===== src/rtl/mips_alu_mdu.sv =====
// mips_alu_mdu: handshaked MIPS EX unit, registered single-cycle ALU plus iterative MUL/DIV with HI/LO.
// Optional `overflow` output for ADD/SUB/ADDI when MIPS_ALU_OVF_TRAP_EN is defined.
module mips_alu_mdu #(
    parameter int WIDTH = 32
) (
    input  logic             clk,
    input  logic             rst_n,
    input  logic             in_valid,
    output logic             in_ready,
    input  logic [5:0]       opcode,
    input  logic [5:0]       func_field,
    input  logic [WIDTH-1:0] A,
    input  logic [WIDTH-1:0] B,
    output logic             out_valid,
    input  logic             out_ready,
    output logic [WIDTH-1:0] result,
    output logic             zero,
    output logic             illegal,
    output logic             div0
`ifdef MIPS_ALU_OVF_TRAP_EN
    ,
    output logic             overflow
`endif
);
    localparam int CW = $clog2(WIDTH);
    typedef enum logic [1:0] {IDLE, MUL, DIV} state_t;
    state_t state;
    logic [WIDTH-1:0] hi, lo, ph, pl, m, alu, sum, dif, abs_a, abs_b, nh, nl, fin_hi, fin_lo;
    logic [CW-1:0] cnt;
    logic neg_q, neg_r, dz, sgn, ill, accept;
    logic [1:0] kind;
    logic [WIDTH:0] mul_s, div_t;
    logic [2*WIDTH-1:0] mp;

    assign sum = A + B;
    assign dif = A - B;
    assign in_ready = (state == IDLE) & (~out_valid | out_ready);
    assign accept = in_valid & in_ready;

    // kind: 0 single-cycle, 1 multiply, 2 divide
    always_comb begin
        alu = '0;
        ill = 1'b0;
        kind = 2'd0;
        sgn = 1'b0;
        if (opcode == 6'h00)
            case (func_field)
                6'h20, 6'h21: alu = sum;
                6'h22, 6'h23: alu = dif;
                6'h24: alu = A & B;
                6'h25: alu = A | B;
                6'h26: alu = A ^ B;
                6'h27: alu = ~(A | B);
                6'h2A: alu = {{(WIDTH-1){1'b0}}, $signed(A) < $signed(B)};
                6'h2B: alu = {{(WIDTH-1){1'b0}}, A < B};
                6'h18: begin kind = 2'd1; sgn = 1'b1; end
                6'h19: kind = 2'd1;
                6'h1A: begin kind = 2'd2; sgn = 1'b1; end
                6'h1B: kind = 2'd2;
                6'h10: alu = hi;
                6'h12: alu = lo;
                default: ill = 1'b1;
            endcase
        else
            case (opcode)
                6'h23, 6'h2B, 6'h08, 6'h09: alu = sum;
                6'h04, 6'h05: alu = dif;
                6'h0C: alu = A & B;
                6'h0D: alu = A | B;
                6'h0E: alu = A ^ B;
                6'h0A: alu = {{(WIDTH-1){1'b0}}, $signed(A) < $signed(B)};
                6'h0B: alu = {{(WIDTH-1){1'b0}}, A < B};
                default: ill = 1'b1;
            endcase
    end

    assign abs_a = (sgn & A[WIDTH-1]) ? -A : A;
    assign abs_b = (sgn & B[WIDTH-1]) ? -B : B;

    // Multiply: {ph,pl} shifts right, adding m into the top when the low bit is set.
    // Divide: restoring, ph is the partial remainder, pl shifts dividend out / quotient in.
    assign mul_s = {1'b0, ph} + (pl[0] ? {1'b0, m} : '0);
    assign div_t = {ph, pl[WIDTH-1]} - {1'b0, m};
    assign nh = (state == MUL) ? mul_s[WIDTH:1] : div_t[WIDTH] ? {ph[WIDTH-2:0], pl[WIDTH-1]} : div_t[WIDTH-1:0];
    assign nl = (state == MUL) ? {mul_s[0], pl[WIDTH-1:1]} : {pl[WIDTH-2:0], ~div_t[WIDTH]};
    assign mp = -{nh, nl};
    assign fin_hi = (state == MUL) ? (neg_q ? mp[2*WIDTH-1:WIDTH] : nh) : (neg_r ? -nh : nh);
    assign fin_lo = dz ? '1 : neg_q ? -nl : nl;

    always_ff @(posedge clk) begin
        if (!rst_n) begin
            state <= IDLE;
            out_valid <= 1'b0;
            result <= '0;
            zero <= 1'b0;
            illegal <= 1'b0;
            div0 <= 1'b0;
            hi <= '0;
            lo <= '0;
            ph <= '0;
            pl <= '0;
            m <= '0;
            cnt <= '0;
            neg_q <= 1'b0;
            neg_r <= 1'b0;
            dz <= 1'b0;
        end else begin
            if (out_valid & out_ready) out_valid <= 1'b0;
            if (state == IDLE) begin
                if (accept && kind == 2'd0) begin
                    out_valid <= 1'b1;
                    result <= alu;
                    zero <= alu == '0;
                    illegal <= ill;
                    div0 <= 1'b0;
                end else if (accept) begin
                    state <= (kind == 2'd1) ? MUL : DIV;
                    ph <= '0;
                    pl <= (kind == 2'd1) ? abs_b : abs_a;
                    m <= (kind == 2'd1) ? abs_a : abs_b;
                    cnt <= CW'(WIDTH - 1);
                    neg_q <= sgn & (A[WIDTH-1] ^ B[WIDTH-1]);
                    neg_r <= sgn & A[WIDTH-1];
                    dz <= (kind == 2'd2) && (B == '0);
                end
            end else begin
                ph <= nh;
                pl <= nl;
                cnt <= cnt - 1'b1;
                if (cnt == '0) begin
                    state <= IDLE;
                    hi <= fin_hi;
                    lo <= fin_lo;
                    out_valid <= 1'b1;
                    result <= fin_lo;
                    zero <= fin_lo == '0;
                    illegal <= 1'b0;
                    div0 <= dz;
                end
            end
        end
    end

`ifdef MIPS_ALU_OVF_TRAP_EN
    logic ovf;
    assign ovf = (((opcode == 6'h00 && func_field == 6'h20) || opcode == 6'h08) &&
                  A[WIDTH-1] == B[WIDTH-1] && sum[WIDTH-1] != A[WIDTH-1]) ||
                 (opcode == 6'h00 && func_field == 6'h22 &&
                  A[WIDTH-1] != B[WIDTH-1] && dif[WIDTH-1] != A[WIDTH-1]);
    always_ff @(posedge clk) begin
        if (!rst_n) overflow <= 1'b0;
        else if (accept) overflow <= ovf;
    end
`endif
endmodule


===== config.mk =====
export PLATFORM = sky130hd
export DESIGN_NAME = mips_alu_mdu
export DESIGN_NICKNAME = d
export VERILOG_FILES = /design/src/rtl/mips_alu_mdu.sv
export SDC_FILE = /design/constraint.sdc
export NUM_CORES = 1
export LEC_CHECK = 0
export ABC_CLOCK_PERIOD_IN_PS = 8900
export CORE_ASPECT_RATIO = 0.8
export CORE_MARGIN = 3
export CORE_UTILIZATION = 55
export DETAILED_ROUTE_END_ITERATION = 8
export PLACE_DENSITY = 0.85
export SETUP_SLACK_MARGIN = 0.05
export SYNTH_ARGS = -nofsm -noshare
export SYNTH_HDL_FRONTEND = slang
export SYNTH_SLANG_ARGS = --single-unit

===== constraint.sdc =====
create_clock -name clk -period 8.9 [get_ports clk]
set_clock_uncertainty 0.1 [all_clocks]
set_input_delay 0.89 -clock clk [delete_from_list [all_inputs] [get_ports clk]]
set_output_delay 0.89 -clock clk [all_outputs]
set_load 0.02 [all_outputs]

-- After elaboration in Yosys (flattened, before gate mapping)
Cells that the tools add are included.
- register bits after elaboration: 206
- word-level logic and storage cells: 153
- $add $sub $neg: 10
- bitwise gates (word level): 16
- reduce and logical (&&, ||, !) cells: 24
- multiplexer cells: 53
- eq/ne operators: 33
- $lt $le $gt $ge: 2
- operators by type and width (cell ; number):
    $mux 32 ; 23
    $pmux 32 s10 ; 1
    $pmux 32 s7 ; 1
    $neg 32->32 ; 4
    $logic_not 32->1 ; 3
    $eq 6x6->1 const B ; 12
    $lt 32x32->1 ; 2
    $neg 64->64 ; 1
    $eq 6x4->1 const B ; 7
    $eq 6x5->1 const B ; 6
    $add 32x32->33 ; 1
    $sub 33x32->33 ; 1
    $add 32x32->32 ; 1
    $and 32x32->32 ; 1
    $not 32->32 ; 1
    $or 32x32->32 ; 1
    $sub 32x32->32 ; 1
    $xor 32x32->32 ; 1
    $mux 1 ; 18
    $reduce_or 16->1 ; 1
    $mux 5 ; 3
    $eq 6x3->1 const B ; 2
    $mux 2 ; 6
    $reduce_or 2->1 ; 6
    other kinds (19) ; 34

-- Depth between registers and ports, before layout
- depth in word-level cells: 10
- gate-level depth with buffers: 23
- mapped depth without buffers: 22

-- Least setup slack after synthesis
Ideal clock, no wire load.
- path type: reg2reg
- from: register pl[31]
- to: register zero
- path buffers: 2
- period minus slack after synthesis: 4.935 ns
- data required time: 8.727 ns
- data arrival time: 4.762 ns
- cell stages (with the launch flop): 24
- setup slack: 3.965 ns
- path through: dfxtp_1 inv_1 ha_1 inv_1 fa_1 nand3_1 a21oi_1 o21ai_1 a31oi_2 a311oi_2 o31a_1 clkbuf_1 ha_1 and3_1 nand2_1 or3_1 clkbuf_1 o31ai_1 xor2_1 a21oi_1 nand4_1 or4_1 or4_1 o211ai_2
- cells in the longest elaborated chain, start to end: 9
- ends and longest elaborated chain (element ; line ; RTL):
    from (decl) ; 28 ; logic [WIDTH-1:0] hi, lo, ph, pl, m, alu, sum, dif, abs_a, abs_b, nh, nl, fin_hi, fin_lo;
    from (signal assigned) ; 119 ; pl <= (kind == 2'd1) ? abs_b : abs_a;
    from (signal assigned) ; 128 ; pl <= nl;
    $sub 33x32->33 ; 83 ; assign div_t = {ph, pl[WIDTH-1]} - {1'b0, m};
    $not 1->1 ; 85 ; assign nl = (state == MUL) ? {mul_s[0], pl[WIDTH-1:1]} : {pl[WIDTH-2:0], ~div_t[WIDTH]};
    $mux 32 * ; 85 ;
    $neg 32->32 ; 88 ; assign fin_lo = dz ? '1 : neg_q ? -nl : nl;
    $mux 32 * (2 in a row) ; 88 ;
    $logic_not 32->1 * ; 136 ; zero <= fin_lo == '0;
    $mux 1 * ; 130 ; if (cnt == '0) begin
    $mux 1 * ; 109 ; if (state == IDLE) begin
    to (signal assigned) ; 95 ; zero <= 1'b0;
    to (signal assigned) ; 113 ; zero <= alu == '0;
    to (signal assigned) ; 136 ;
    to (decl) ; 17 ; output logic zero,
Every way passes the cells marked *; elsewhere a longest branch is shown, timed or not. The select of a mux whose other input is x is not followed.
A chain may end at the register's enable or synchronous reset.

-- Worst setup path after layout
Ends and elaborated chain as after synthesis.

==> flow_summary.yaml <==
setup_path:
  r2r_start: "pl[31]"
  critPathSlowestCell: "a32o_1"
  worst_setup_path_end_kind: "register"
  reg2reg_slack_ns: 2.38
  reg2reg_to: "zero"
  crit_end: "zero"
  start_kind: "register"
  crit_arrival_ns: 6.87
  required_ns: 9.25
  cp-startpoint: "pl[31]"
  max_stage_delay_ns: 0.61
  path_cells: "inv_1 > ha_1 > inv_1 > fa_1 > nand3_1 > a21oi_1 > o21ai_1 > a31oi_2 > a32o_1 > o31a_1 > ha_1 > and3_1 > nand2_1 > or3_1 > o31ai_1 > xor2_1 > a21oi_1 > nand4_1 > or4_1 > or4_1 > o211ai_2"
  worstSetupPathType: "register to register"
  crit_fanout: 12
  r2r_cells: 21
global_routing:
  grt_pass1_wl_microns: 149000
  grt.overflow.total: 0
  grt_util_met3_pct: 13.8
  grtUsageMet1_pct: 59.0
  first_global_vias: 24244
  grt_max_degree: 101
  antenna_found_initial: 6
  grtUsageMet2_pct: 57.3
  grt.busiest_layer: "met1"
  grt_usage_pct: 41.9
pwr:
  p_int_uw: 1710
  power.share.switching_pct: 33.4
  p_sw_uw: 858
  pwr-share-seq_pct: 36.7
  combPwrFrac_pct: 25.3
  ir_worst_vdd_uv: 123
  clockPowerShare_pct: 37.9
  leakagePower_uw: 0.00995
  power.density_nw_per_um2: 99.3
detailed_routing:
  drc: 0
  via_per_inst: 7.03
  vias: 27646
  post_drt_wl_per_cell_microns: 25.6
  wl_microns: 101000
  ant_nets: 0
  drt-pass1-iter-count: 6
  drt_iter0_markers: 4644
job:
  max-cap-violations: 0
logic_synthesis:
  ys.flop_type: "dfxtp_1"
  ys_seq_elements: 206
  yosysTopAreaCell: "dfxtp_1"
  yosysUniqueCellTypes: 110
  synth-edff-count: 0
  synth.cell_area_sq_um: 23700
  synthTopCellsByArea: "dfxtp_1, ha_1, a21oi_1"
  yosys.area.top_type_share_pct: 17.4
  yosys_warnings: 0
  syn-instance-count: 3399
  syn_area_per_cell_sq_um: 6.97
  synth_seq_area_share_pct: 17.4
  synth_nets: 3649
  ys_async_sr_fraction_pct: 0
finish:
  drive_gt1_share_pct: 5.18
  area_growth_pct: 9.04
  layout.cells.non_filler: 3931
  mostFrequentLayoutCells: "nor2_1, a21oi_1, nand2_1"
  nets: 3614
  final_common_cell: "nor2_1"
timing:
  finalHoldViolations: 0
  finalCritPeriodShare_pct: 73.3
  max_freq_ghz: 0.153
  finalSetupViolCount: 0
  worst_pin_slew_ns: 1.33
  worst_hold_slack_ns: 0.359
  drv_slew: 0
  slew_headroom_pct: 11.1
  setup_tns_ns: 0
  finalCriticalPeriod_ns: 6.52
  grt_setup_unrepaired: "false"
place:
  dp.cells: 3892
  place_congestion: 1.09
  dp_hpwl_microns: 75600
  io_buffers: 116
clocking:
  cts.reportedPaths.clkPinSlew_ns: 0.06
  cts_tree: "yes"
  h-tree-depth: 1
  cts-root-buf: "clkbuf_16"
  insertion_delay_ns: 0.54
  cts_setup_buffers: 0
  cts_sinks: 206
  clk_path_buf_depth: 3
  cts_resized: 0
  hold_buffers: 0
  numCtsBuffers: 22
die:
  ios: 117
  rows: 67
  die_x_microns: 238
  die_h_microns: 192
  coreArea_sq_um: 42200
  start_util_pct: 56.2
  dieArea_sq_um: 45600
min_path:
  min-delay-start: "lo[26]"
  hold_class: "register to register"
outcome:
  status: "completed"
-- final cells by class --
class | count | area (sq um)
Clock buffer | 29 | 618
Timing Repair Buffer | 169 | 1550
Tap cell | 552 | 691
Antenna cell | 1 | 2.50
Multi-Input combinational cell | 2800 | 18100
Fill cell | 3978 | 16300
Clock inverter | 9 | 110
Sequential cell | 206 | 4120
Inverter | 165 | 624
-- cells in the mapped netlist, types with 26 or more instances --
| library cell | count |
|---|---|
| nor3_1 | 75 |
| a21oi_1 | 343 |
| xor2_1 | 65 |
| o21ai_0 | 169 |
| inv_1 | 163 |
| a21o_1 | 38 |
| dfxtp_1 | 206 |
| nor2b_1 | 29 |
| or3_1 | 31 |
| o211ai_1 | 34 |
| xnor2_1 | 159 |
| nor4_1 | 26 |
| nand2_1 | 319 |
| nand4_1 | 35 |
| nor2_1 | 421 |
| a221oi_1 | 51 |
| a211oi_1 | 142 |
| o31ai_1 | 29 |
| clkbuf_1 | 175 |
| a22oi_1 | 35 |
| o21a_1 | 29 |
| a31oi_1 | 52 |
| and2_1 | 51 |
| ha_1 | 166 |
| mux2i_1 | 60 |
| nand3_1 | 86 |
-- per-layer routing --
metal,vias up,part of all wire [%]
met4,12,5.4
met1,12687,40
li1,12306,-
met2,2278,38
met3,363,16
met5,-,0.38
-- flip-flops by register name, indices dropped and copies added, names as in the netlist --
signal	flops
out_valid	1
state	2
hi	32
illegal	1
cnt	5
dz	1
div0	1
neg_q	1
lo	32
zero	1
pl	32
ph	32
neg_r	1
m	32
result	32
-- power by group through the flow --
| stage | Sequential, uW | Clock, uW | Combinational, uW |
|---|---|---|---|
| 2_1_floorplan | 964 | 0 | 392 |
| 3_3_place_gp | 961 | 0 | 619 |
| 3_5_place_dp | 961 | 0 | 617 |
| 4_1_cts | 940 | 968 | 620 |
| 5_1_grt | 941 | 1010 | 682 |
| 6_report | 942 | 973 | 650 |
-- worst max-delay path: cells and delay by family, from the launching register on --
family                     cells  cell delay [ns]
buffers and inverters          2             0.15
adders and majority gates      3             0.81
DFF                            1             0.49
AOI/OAI and AO/OA              8             2.79
xor gates and xnor gates       1             0.15
and+or+nand+nor                7             1.95
-- stage by stage --
step / total power, uW / util, % / setup WS, ns / instance area, sq um
3_5_place_dp: 1580 / 59.5 / 2.43 / 25100
2_1_floorplan: 1360 / - / 3.96 / 23700
4_1_cts: 2530 / 61.2 / 2.71 / 25800
5_1_grt: 2630 / 61.2 / 2.17 / 25800
3_3_place_gp: 1580 / 59.5 / 2.64 / 25100
6_report: 2560 / 61.2 / 2.38 / 25800
-- logic make-up after synthesis --
family          count (synthesis)  share of synthesized area [%]
compound gates               1161                           32.8
xor+xnor                      224                           8.28
fa+ha+maj                     170                           9.11
buf+inv                       393                           6.48
flops                         206                           17.4
mux                            61                           2.58
simple gates                 1184                           23.4
-- worst min path at each step --
stage	endpoint	depth (start not counted)
2_1_floorplan	hi[28]	2
3_3_place_gp	lo[19]	2
3_5_place_dp	lo[19]	2
4_1_cts	lo[19]	2
5_1_grt	lo[16]	2
6_report	lo[26]	2
No activity file was read; power rests on OpenSTA's default activity.
